File: src/rtl/maze_pkg.sv
// maze_pkg: shared FSM states, maze geometry defaults and address-width helper
package maze_pkg;
  typedef enum logic [1:0] {IDLE, SCAN, DRAIN, DONE} state_t;
  localparam int SCREEN_W_DEF = 160;
  localparam int SCREEN_H_DEF = 120;
  localparam int WIN_X_DEF = 148;
  localparam int WIN_Y_DEF = 110;
  function automatic int addr_w(input int w, input int h);
    return $clog2(w * h);
  endfunction
endpackage

File: src/rtl/maze_addr_gen.sv
// maze_addr_gen: footprint x/y walk, bounds flag and row-major maze address
module maze_addr_gen import maze_pkg::*; #(
  parameter int SPRITE_W = 2,
  parameter int SPRITE_H = 2,
  parameter int SCREEN_W = SCREEN_W_DEF,
  parameter int SCREEN_H = SCREEN_H_DEF,
  localparam int ADDR_W = addr_w(SCREEN_W, SCREEN_H)
) (
  input  logic              clk,
  input  logic              reset,
  input  logic              start,
  input  logic              step,
  input  logic [7:0]        x_in,
  input  logic [6:0]        y_in,
  output logic [ADDR_W-1:0] addr,
  output logic              oob,
  output logic              last
);
  logic [7:0] x_q, x_d;
  logic [6:0] y_q, y_d;
  logic [2:0] cx_q, cx_d, cy_q, cy_d;
  logic [8:0] px;
  logic [7:0] py;
  logic       row_end;
  always_comb begin
    row_end = cx_q == 3'(SPRITE_W - 1);
    x_d = start ? x_in : x_q;
    y_d = start ? y_in : y_q;
    cx_d = start ? 3'd0 : step ? (row_end ? 3'd0 : cx_q + 3'd1) : cx_q;
    cy_d = start ? 3'd0 : (step && row_end) ? cy_q + 3'd1 : cy_q;
    // widened sums so coordinates past the screen edge never wrap back inside
    px = {1'b0, x_q} + {6'd0, cx_q};
    py = {1'b0, y_q} + {5'd0, cy_q};
    oob = 32'(px) >= SCREEN_W || 32'(py) >= SCREEN_H;
    addr = ADDR_W'(px) + ADDR_W'(SCREEN_W) * ADDR_W'(py);
    last = row_end && cy_q == 3'(SPRITE_H - 1);
  end
  always_ff @(posedge clk)
    if (reset) begin
      x_q <= '0;
      y_q <= '0;
      cx_q <= '0;
      cy_q <= '0;
    end else begin
      x_q <= x_d;
      y_q <= y_d;
      cx_q <= cx_d;
      cy_q <= cy_d;
    end
endmodule

File: src/rtl/maze_probe.sv
// maze_probe: scans a sprite footprint against the maze ROM and reports walls/goal.
// Define MAZE_PROBE_EARLY_EXIT_EN to stop scanning at the first wall or off-screen pixel.
module maze_probe import maze_pkg::*; #(
  parameter int SPRITE_W = 2,
  parameter int SPRITE_H = 2,
  parameter int SCREEN_W = SCREEN_W_DEF,
  parameter int SCREEN_H = SCREEN_H_DEF,
  parameter int ROM_LAT = 1,
  parameter int WIN_X = WIN_X_DEF,
  parameter int WIN_Y = WIN_Y_DEF,
  localparam int ADDR_W = addr_w(SCREEN_W, SCREEN_H)
) (
  input  logic              clk,
  input  logic              reset,
  input  logic              req,
  input  logic [7:0]        x_in,
  input  logic [6:0]        y_in,
  output logic [ADDR_W-1:0] rom_addr,
  input  logic              rom_q,
  output logic              busy,
  output logic              done,
  output logic              blocked,
  output logic              win,
  output logic [6:0]        wall_cnt
);
  state_t              state_q, state_d;
  logic [ROM_LAT:0]    v_q, v_d, o_q, o_d;
  logic [ADDR_W-1:0]   rom_addr_q, rom_addr_d, addr;
  logic [6:0]          wall_cnt_q, wall_cnt_d;
  logic                win_q, win_d;
  logic                accept, issue, ret_hit, stop, oob, last;
  maze_addr_gen #(
    .SPRITE_W(SPRITE_W), .SPRITE_H(SPRITE_H), .SCREEN_W(SCREEN_W), .SCREEN_H(SCREEN_H)
  ) u_addr (
    .clk(clk), .reset(reset), .start(accept), .step(issue), .x_in(x_in), .y_in(y_in),
    .addr(addr), .oob(oob), .last(last)
  );
  always_comb begin
    accept = state_q == IDLE && req;
    issue = state_q == SCAN;
    // one stage for the registered address plus ROM_LAT stages of ROM latency
    ret_hit = v_q[ROM_LAT] & (o_q[ROM_LAT] | rom_q);
    v_d = {v_q[ROM_LAT-1:0], issue};
    o_d = {o_q[ROM_LAT-1:0], issue & oob};
    rom_addr_d = issue ? (oob ? '0 : addr) : rom_addr_q;
    win_d = accept ? (32'(x_in) >= WIN_X && 32'(y_in) >= WIN_Y) : win_q;
`ifdef MAZE_PROBE_EARLY_EXIT_EN
    wall_cnt_d = accept ? 7'd0 : ret_hit ? 7'd1 : wall_cnt_q;
    stop = last | oob | ret_hit;
`else
    wall_cnt_d = accept ? 7'd0 : wall_cnt_q + 7'(ret_hit);
    stop = last;
`endif
    state_d = state_q == IDLE  ? (accept ? SCAN : IDLE) :
              state_q == SCAN  ? (stop ? DRAIN : SCAN) :
              state_q == DRAIN ? (v_d == '0 ? DONE : DRAIN) : IDLE;
  end
  always_ff @(posedge clk)
    if (reset) begin
      state_q <= IDLE;
      v_q <= '0;
      o_q <= '0;
      rom_addr_q <= '0;
      wall_cnt_q <= '0;
      win_q <= 1'b0;
    end else begin
      state_q <= state_d;
      v_q <= v_d;
      o_q <= o_d;
      rom_addr_q <= rom_addr_d;
      wall_cnt_q <= wall_cnt_d;
      win_q <= win_d;
    end
  assign rom_addr = rom_addr_q;
  assign busy = state_q != IDLE;
  assign done = state_q == DONE;
  assign blocked = wall_cnt_q != 7'd0;
  assign win = win_q;
  assign wall_cnt = wall_cnt_q;
endmodule

File: config.mk
export PLATFORM = sky130hd
export DESIGN_NAME = maze_probe
export DESIGN_NICKNAME = d
export VERILOG_FILES = /design/src/rtl/maze_pkg.sv /design/src/rtl/maze_addr_gen.sv /design/src/rtl/maze_probe.sv
export SDC_FILE = /design/constraint.sdc
export NUM_CORES = 1
export LEC_CHECK = 0
export ABC_CLOCK_PERIOD_IN_PS = 4900
export CORE_MARGIN = 5
export CORE_UTILIZATION = 30
export DETAILED_ROUTE_END_ITERATION = 8
export DONT_BUFFER_PORTS = 1
export PLACE_DENSITY = 0.44
export RECOVER_POWER = 50
export SLEW_MARGIN = 20
export SYNTH_ARGS = -nofsm -noshare
export SYNTH_HDL_FRONTEND = slang
export SYNTH_HIERARCHICAL = 1
export SYNTH_SLANG_ARGS = --single-unit
File: constraint.sdc
create_clock -name clk -period 4.9 [get_ports clk]
set_input_delay 0.49 -clock clk [delete_from_list [all_inputs] [get_ports clk]]
set_output_delay 0.49 -clock clk [all_outputs]
set_load 0.01 [all_outputs]
# After elaboration in Yosys (flattened, before gate mapping)
# Index checks and enable logic that the tools add are counted.
# op_classes
addsub	6
multipliers	1
n_lt_le_gt_ge	4
eq_ne	5
n_mux	8
bitwise_logic	3
reduce_logical	10
# ops
cell	count
$add 9x15->15	1
$mux 15	1
$mul 3x8->10 const A	1
$add 8x3->9	1
$ge 9x8->1 const B	1
$add 7x3->8	1
$ge 8x7->1 const B	1
$ge 8x8->1 const B	1
$mux 2	4
$add 7x1->7	1
$ge 7x7->1 const B	1
$reduce_bool 7->1	1
$add 3x1->3 const B	2
$eq 3x1->1 const B	2
$eq 2x2->1 const B	2
$logic_and 1x1->1	4
$logic_not 2->1	2
$mux 3	1
$and 1x1->1	2
$eq 2x1->1 const B	1
$mux 1	2
$reduce_bool 2->1	1
$reduce_or 2->1	1
$logic_or 1x1->1	1
$or 1x1->1	1
# totals
register_bits	50
output_inout_bits	26

# Logic depth before layout (Yosys ltp)
# depth
depth_word	6
ltp_mapped	15

# Cells and area by module
# The synthesis kept the hierarchy.
# by_module_without_submodules
module	instances	cells_each	area_per_inst_um2	seq_area_each_um2
maze_addr_gen	1	209	1778.0	420.4
maze_probe	1	98	1089.8	580.6

# Worst setup path before layout
# No wires, ideal clock.
# synth_timing
kind	reg2reg
startpoint	register u_addr.cy_q[0]
endpoint	register rom_addr_q[14], in the netlist rom_addr[14]
setup_time_ns	0.117
arrival_ns	3.213
slack_ns	1.570
path_stages_with_launch	15
n_path_buf	0
synth_period_minus_slack_ns	3.330
path_cell_list	dfxtp_1 ha_1 inv_1 fa_1 nor2b_1 o21ai_0 xnor2_1 ha_1 fa_1 a21o_2 a21oi_1 xnor2_1 nand4_1 xnor2_1 a22o_1
# synth_via
elab_chain_len	4
elab_cells_between_ends	6
classes_between	add/sub: 2; mul: 1; order compare: 1; mux: 1; reduce/logical: 1
# synth_lines
item	line	rtl
from (decl)	maze_addr_gen.sv:21	logic [2:0] cx_q, cx_d, cy_q, cy_d;
from (signal assigned)	maze_addr_gen.sv:48	cy_q <= cy_d;
$add 7x3->8	maze_addr_gen.sv:33	py = {1'b0, y_q} + {5'd0, cy_q};
$mul 3x8->10	maze_addr_gen.sv:35	addr = ADDR_W'(px) + ADDR_W'(SCREEN_W) * ADDR_W'(py);
$add 9x15->15	maze_addr_gen.sv:35	
named net addr[14]	maze_probe.sv:28	logic [ADDR_W-1:0] rom_addr_q, rom_addr_d, addr;
$mux 15	maze_probe.sv:45	rom_addr_d = issue ? (oob ? '0 : addr) : rom_addr_q;
to (signal assigned)	maze_probe.sv:70	rom_addr_q <= rom_addr_d;
to (decl)	maze_probe.sv:28	
# The timed path passes the listed nets, and every way through them passes these cells.
# A chain may end at the register's enable or synchronous reset.

# Worst setup path after layout
# Same ends and word-level chain as after synthesis.

==> results.md <==
- The clock sink count is 50.
- After layout, the worst setup slack is 1.306 ns.
- The flip-flop cell with the highest count after synthesis is dfxtp_1.
- The number of remaining DRC errors is 0.
- Yosys attributes the largest share of cell area to dfxtp_1, ha_1, mux2i_1.
- Yosys instantiated no cell more often than dfxtp_1.
- In this run, post-CTS hold repair placed 0 buffers.
- Counting flops and latches in the post-synthesis netlist gives 50.
- After layout, the design draws a total of 0.0008534 W.
- Entering global routing, the biggest net connects 28 pins.
- In the global route stage, overall resource usage came out at 10.58%.
- The average wire per standard cell is 13.58 microns.
- In the detailed route, the total length drawn on met3 is 395 microns.
- In this run the horizontal extent of the chip is 107.8 microns.
- Counting every instance in the synthesized netlist gives 307.
- At the end of routability-driven placement, the weighted congestion stood at 0.7585.
- The repair_antennas step left the layout with diodes totalling 0.
- The final layout contains 353 nets.
- Detailed routing placed a total of 2361 microns of wire on met2.
- The final hold violation count is 0.
- The top routing layer in use is met4.
- The final critical delay including setup and external delays is 3.594 ns.
- The worst clock skew is 0.005302 ns.
- The run finished with clean final reports.
- Setup repair after global routing left no endpoint under its margin.
- The number of core rows is 35.
- The effective utilization at floorplan is 30.89%.
- Setup violations remaining at the end of the flow were counted as 0.
- The commonest cells after synthesis are dfxtp_1, nor2_1, ha_1, xnor2_1.
- The number of buffers added by the clock tree synthesis step is 5.
- The clock insertion delay at the later pin of the skew report is 0.30 ns.
- At the pin with the least slew margin, the transition time is 1.281 ns.
- In the finished design, the share of the clock period the worst path needs comes to 73.34%.
- The count of different cell masters after synthesis is 51.
- The count of H-tree levels built during CTS is 2.
- The HPWL after detailed placement is 4757 microns.
- The sequential cell area fraction in the yosys report is 34.90%.
- STA classifies the critical path endpoint as a flip-flop.
- In this run, the number of DRC markers left after iteration 0 of detailed routing was 56.
- The clock slew seen by the registers of the worst setup and hold paths is 0.09 ns.
- Setup total negative slack on the finished layout was measured at 0 ns.
- The die is 107.8 microns tall.
- The net count after synthesis is 354.
- The post-route netlist has 5.537% of its cells at a drive strength greater than 1.
- The min-delay analysis places its worst path in the category in -> reg.
- The post-synthesis instance area is 2868 sq um.
- The post-cts sizing count is 0.
- The top-level port count is 45.
- For this run, the detailed router's first-pass iteration total came to 4.
- The cell sitting at the root of the clock tree is a clkbuf_8.
- The most area-hungry cell type in the Yosys netlist is dfxtp_1.
- Derived from the worst setup path, the maximum achievable clock frequency is 278.3 MHz.
- The synthesized area per cell is 9.341 sq um.
- The number of global-route vias before repair came to 1907.
- The initial antenna violation count is 0.
- Port buffering added 0 buffers.
- In this run the power density over the cells is 277.2 nW/um^2.
- The highest fanout seen on the critical path is 4.
- The routed via count is 2017.
- In this run the deepest clock path goes through 2 buffers.
- Across the run, the number of max-cap violations was 0.
- The final number of max-transition violations is 0.
- In this run, synthesis inferred 0 flip-flops with an integrated enable.
- In the routed layout, each cell is associated on average with a via count of 4.626.
- During synthesis, Yosys emitted a total of 6 warnings.
- The TritonCTS clock tree is built.
- The layout overhead on the synthesized area is 7.373%.
- Summed over all layers, the global routing overflow is 0.
- The area share of the leading cell type in the synthesized netlist is 34.90%.
- The remaining antenna violation count after routing is 0.
- The fraction of registers with async set/reset is 0%.
- Headroom to the max-slew limit came out at 14.38%.
- For the worst setup path, the data required time is 5.10 ns.
- STA classifies the critical path startpoint as a flip-flop.
- The reported leakage power is 1.304 nW.
- The maximum VDD drop is 0.1369 mV.
- The met1 wire length is 3120 microns.
- STA puts the critical path data arrival time at 3.79 ns.
- The total area inside the core boundary comes to 9284 sq um.
- The utilization of the core after routing is 33.17%.
- The die covers 11610 sq um.
- The setup fix buffers added after clock tree synthesis is 0.
- At the placement stage, the worst setup path has a slack of 1.316 ns.
- The worst setup path category is reg -> reg.
- The final wirelength is 5920 microns.
- The first global-routing pass estimated 9729 microns of wire.
## cell type report
| cell class | instances | area, sq um |
|---|---|---|
| clock buffers | 5 | 68.82 |
| clock inverters | 3 | 40.04 |
| fillers | 990 | 6205 |
| inverters | 16 | 62.56 |
| multi-input cells | 232 | 1738 |
| flip-flops and latches | 50 | 1001 |
| well taps | 129 | 161.4 |
| repair buffers | 1 | 7.507 |
## critical path, cell delays in order, from the launching register on
cell,delay [ns]
dfxtp_1,0.40
ha_1,0.19
inv_1,0.05
fa_1,0.40
nor2b_1,0.15
o21ai_0,0.16
xnor2_1,0.27
ha_1,0.31
fa_1,0.49
a21o_2,0.21
a21oi_1,0.16
xnor2_1,0.21
nand4_1,0.16
xnor2_1,0.15
a22o_1,0.19
## metrics by stage
stage	cell area [sq um]	cells	hold WS (ns)
global route	3079	436	0.2215
floorplan	2868	307	0.4138
CTS	3098	436	0.2368
detailed placement	2989	428	0.4258
global placement	2989	428	0.4245
finish	3079	436	0.2461
## report_power, final
part           internal (W)  switching [W]
registers          0.000424      0.0000225
logic             0.0000546      0.0000639
clock network      0.000150       0.000138
total              0.000629       0.000224
## layout by cell type (no fill, tap or decap), types with 5 or more instances in the layout
master and instances:
nand2_1 14, clkbuf_8 5, nand3_1 7, a21o_1 5
xor2_1 10, xnor2_1 17, a22o_1 15, inv_1 15
nor2_1 36, ha_1 24, dfxtp_1 50, o21ai_0 8
nor2b_1 10, mux2i_1 15, a21oi_1 14
## path summary, 6_finish.rpt
path                   from           end  slack (ns)  cells after the start
max          u_addr/cy_q[0]  rom_addr[14]        1.31                     14
min reg2reg          o_q[0]        o_q[1]        0.45                      1
min                   reset        v_q[1]        0.25                      1
max reg2reg  u_addr/cy_q[0]  rom_addr[14]        1.31                     14
## per-layer routing
metal,track usage (%),up-vias
li1,-,1070
met1,15.56,903
met2,14.74,40
met3,3.539,4
met4,2.435,0
met5,0,-
## kinds of logic after synthesis
kind of cell / share of synthesized area [%]
buffers and inverters: 4.057
and+or+nand+nor: 18.37
other: 0.1308
muxes: 5.235
DFF: 34.90
AOI/OAI and AO/OA: 15.80
xor gates and xnor gates: 8.246
adders and majority gates: 13.26
## registers in the layout (all words and copies together), names as in the netlist, 2 cells and up
| signal | flops |
|---|---|
| state_q | 2 |
| wall_cnt | 7 |
| v_q | 2 |
| u_addr/x_q | 8 |
| u_addr/y_q | 7 |
| o_q | 2 |
| u_addr/cx_q | 3 |
| u_addr/cy_q | 3 |
| rom_addr | 15 |
No activity file was read; power rests on OpenSTA's default activity.
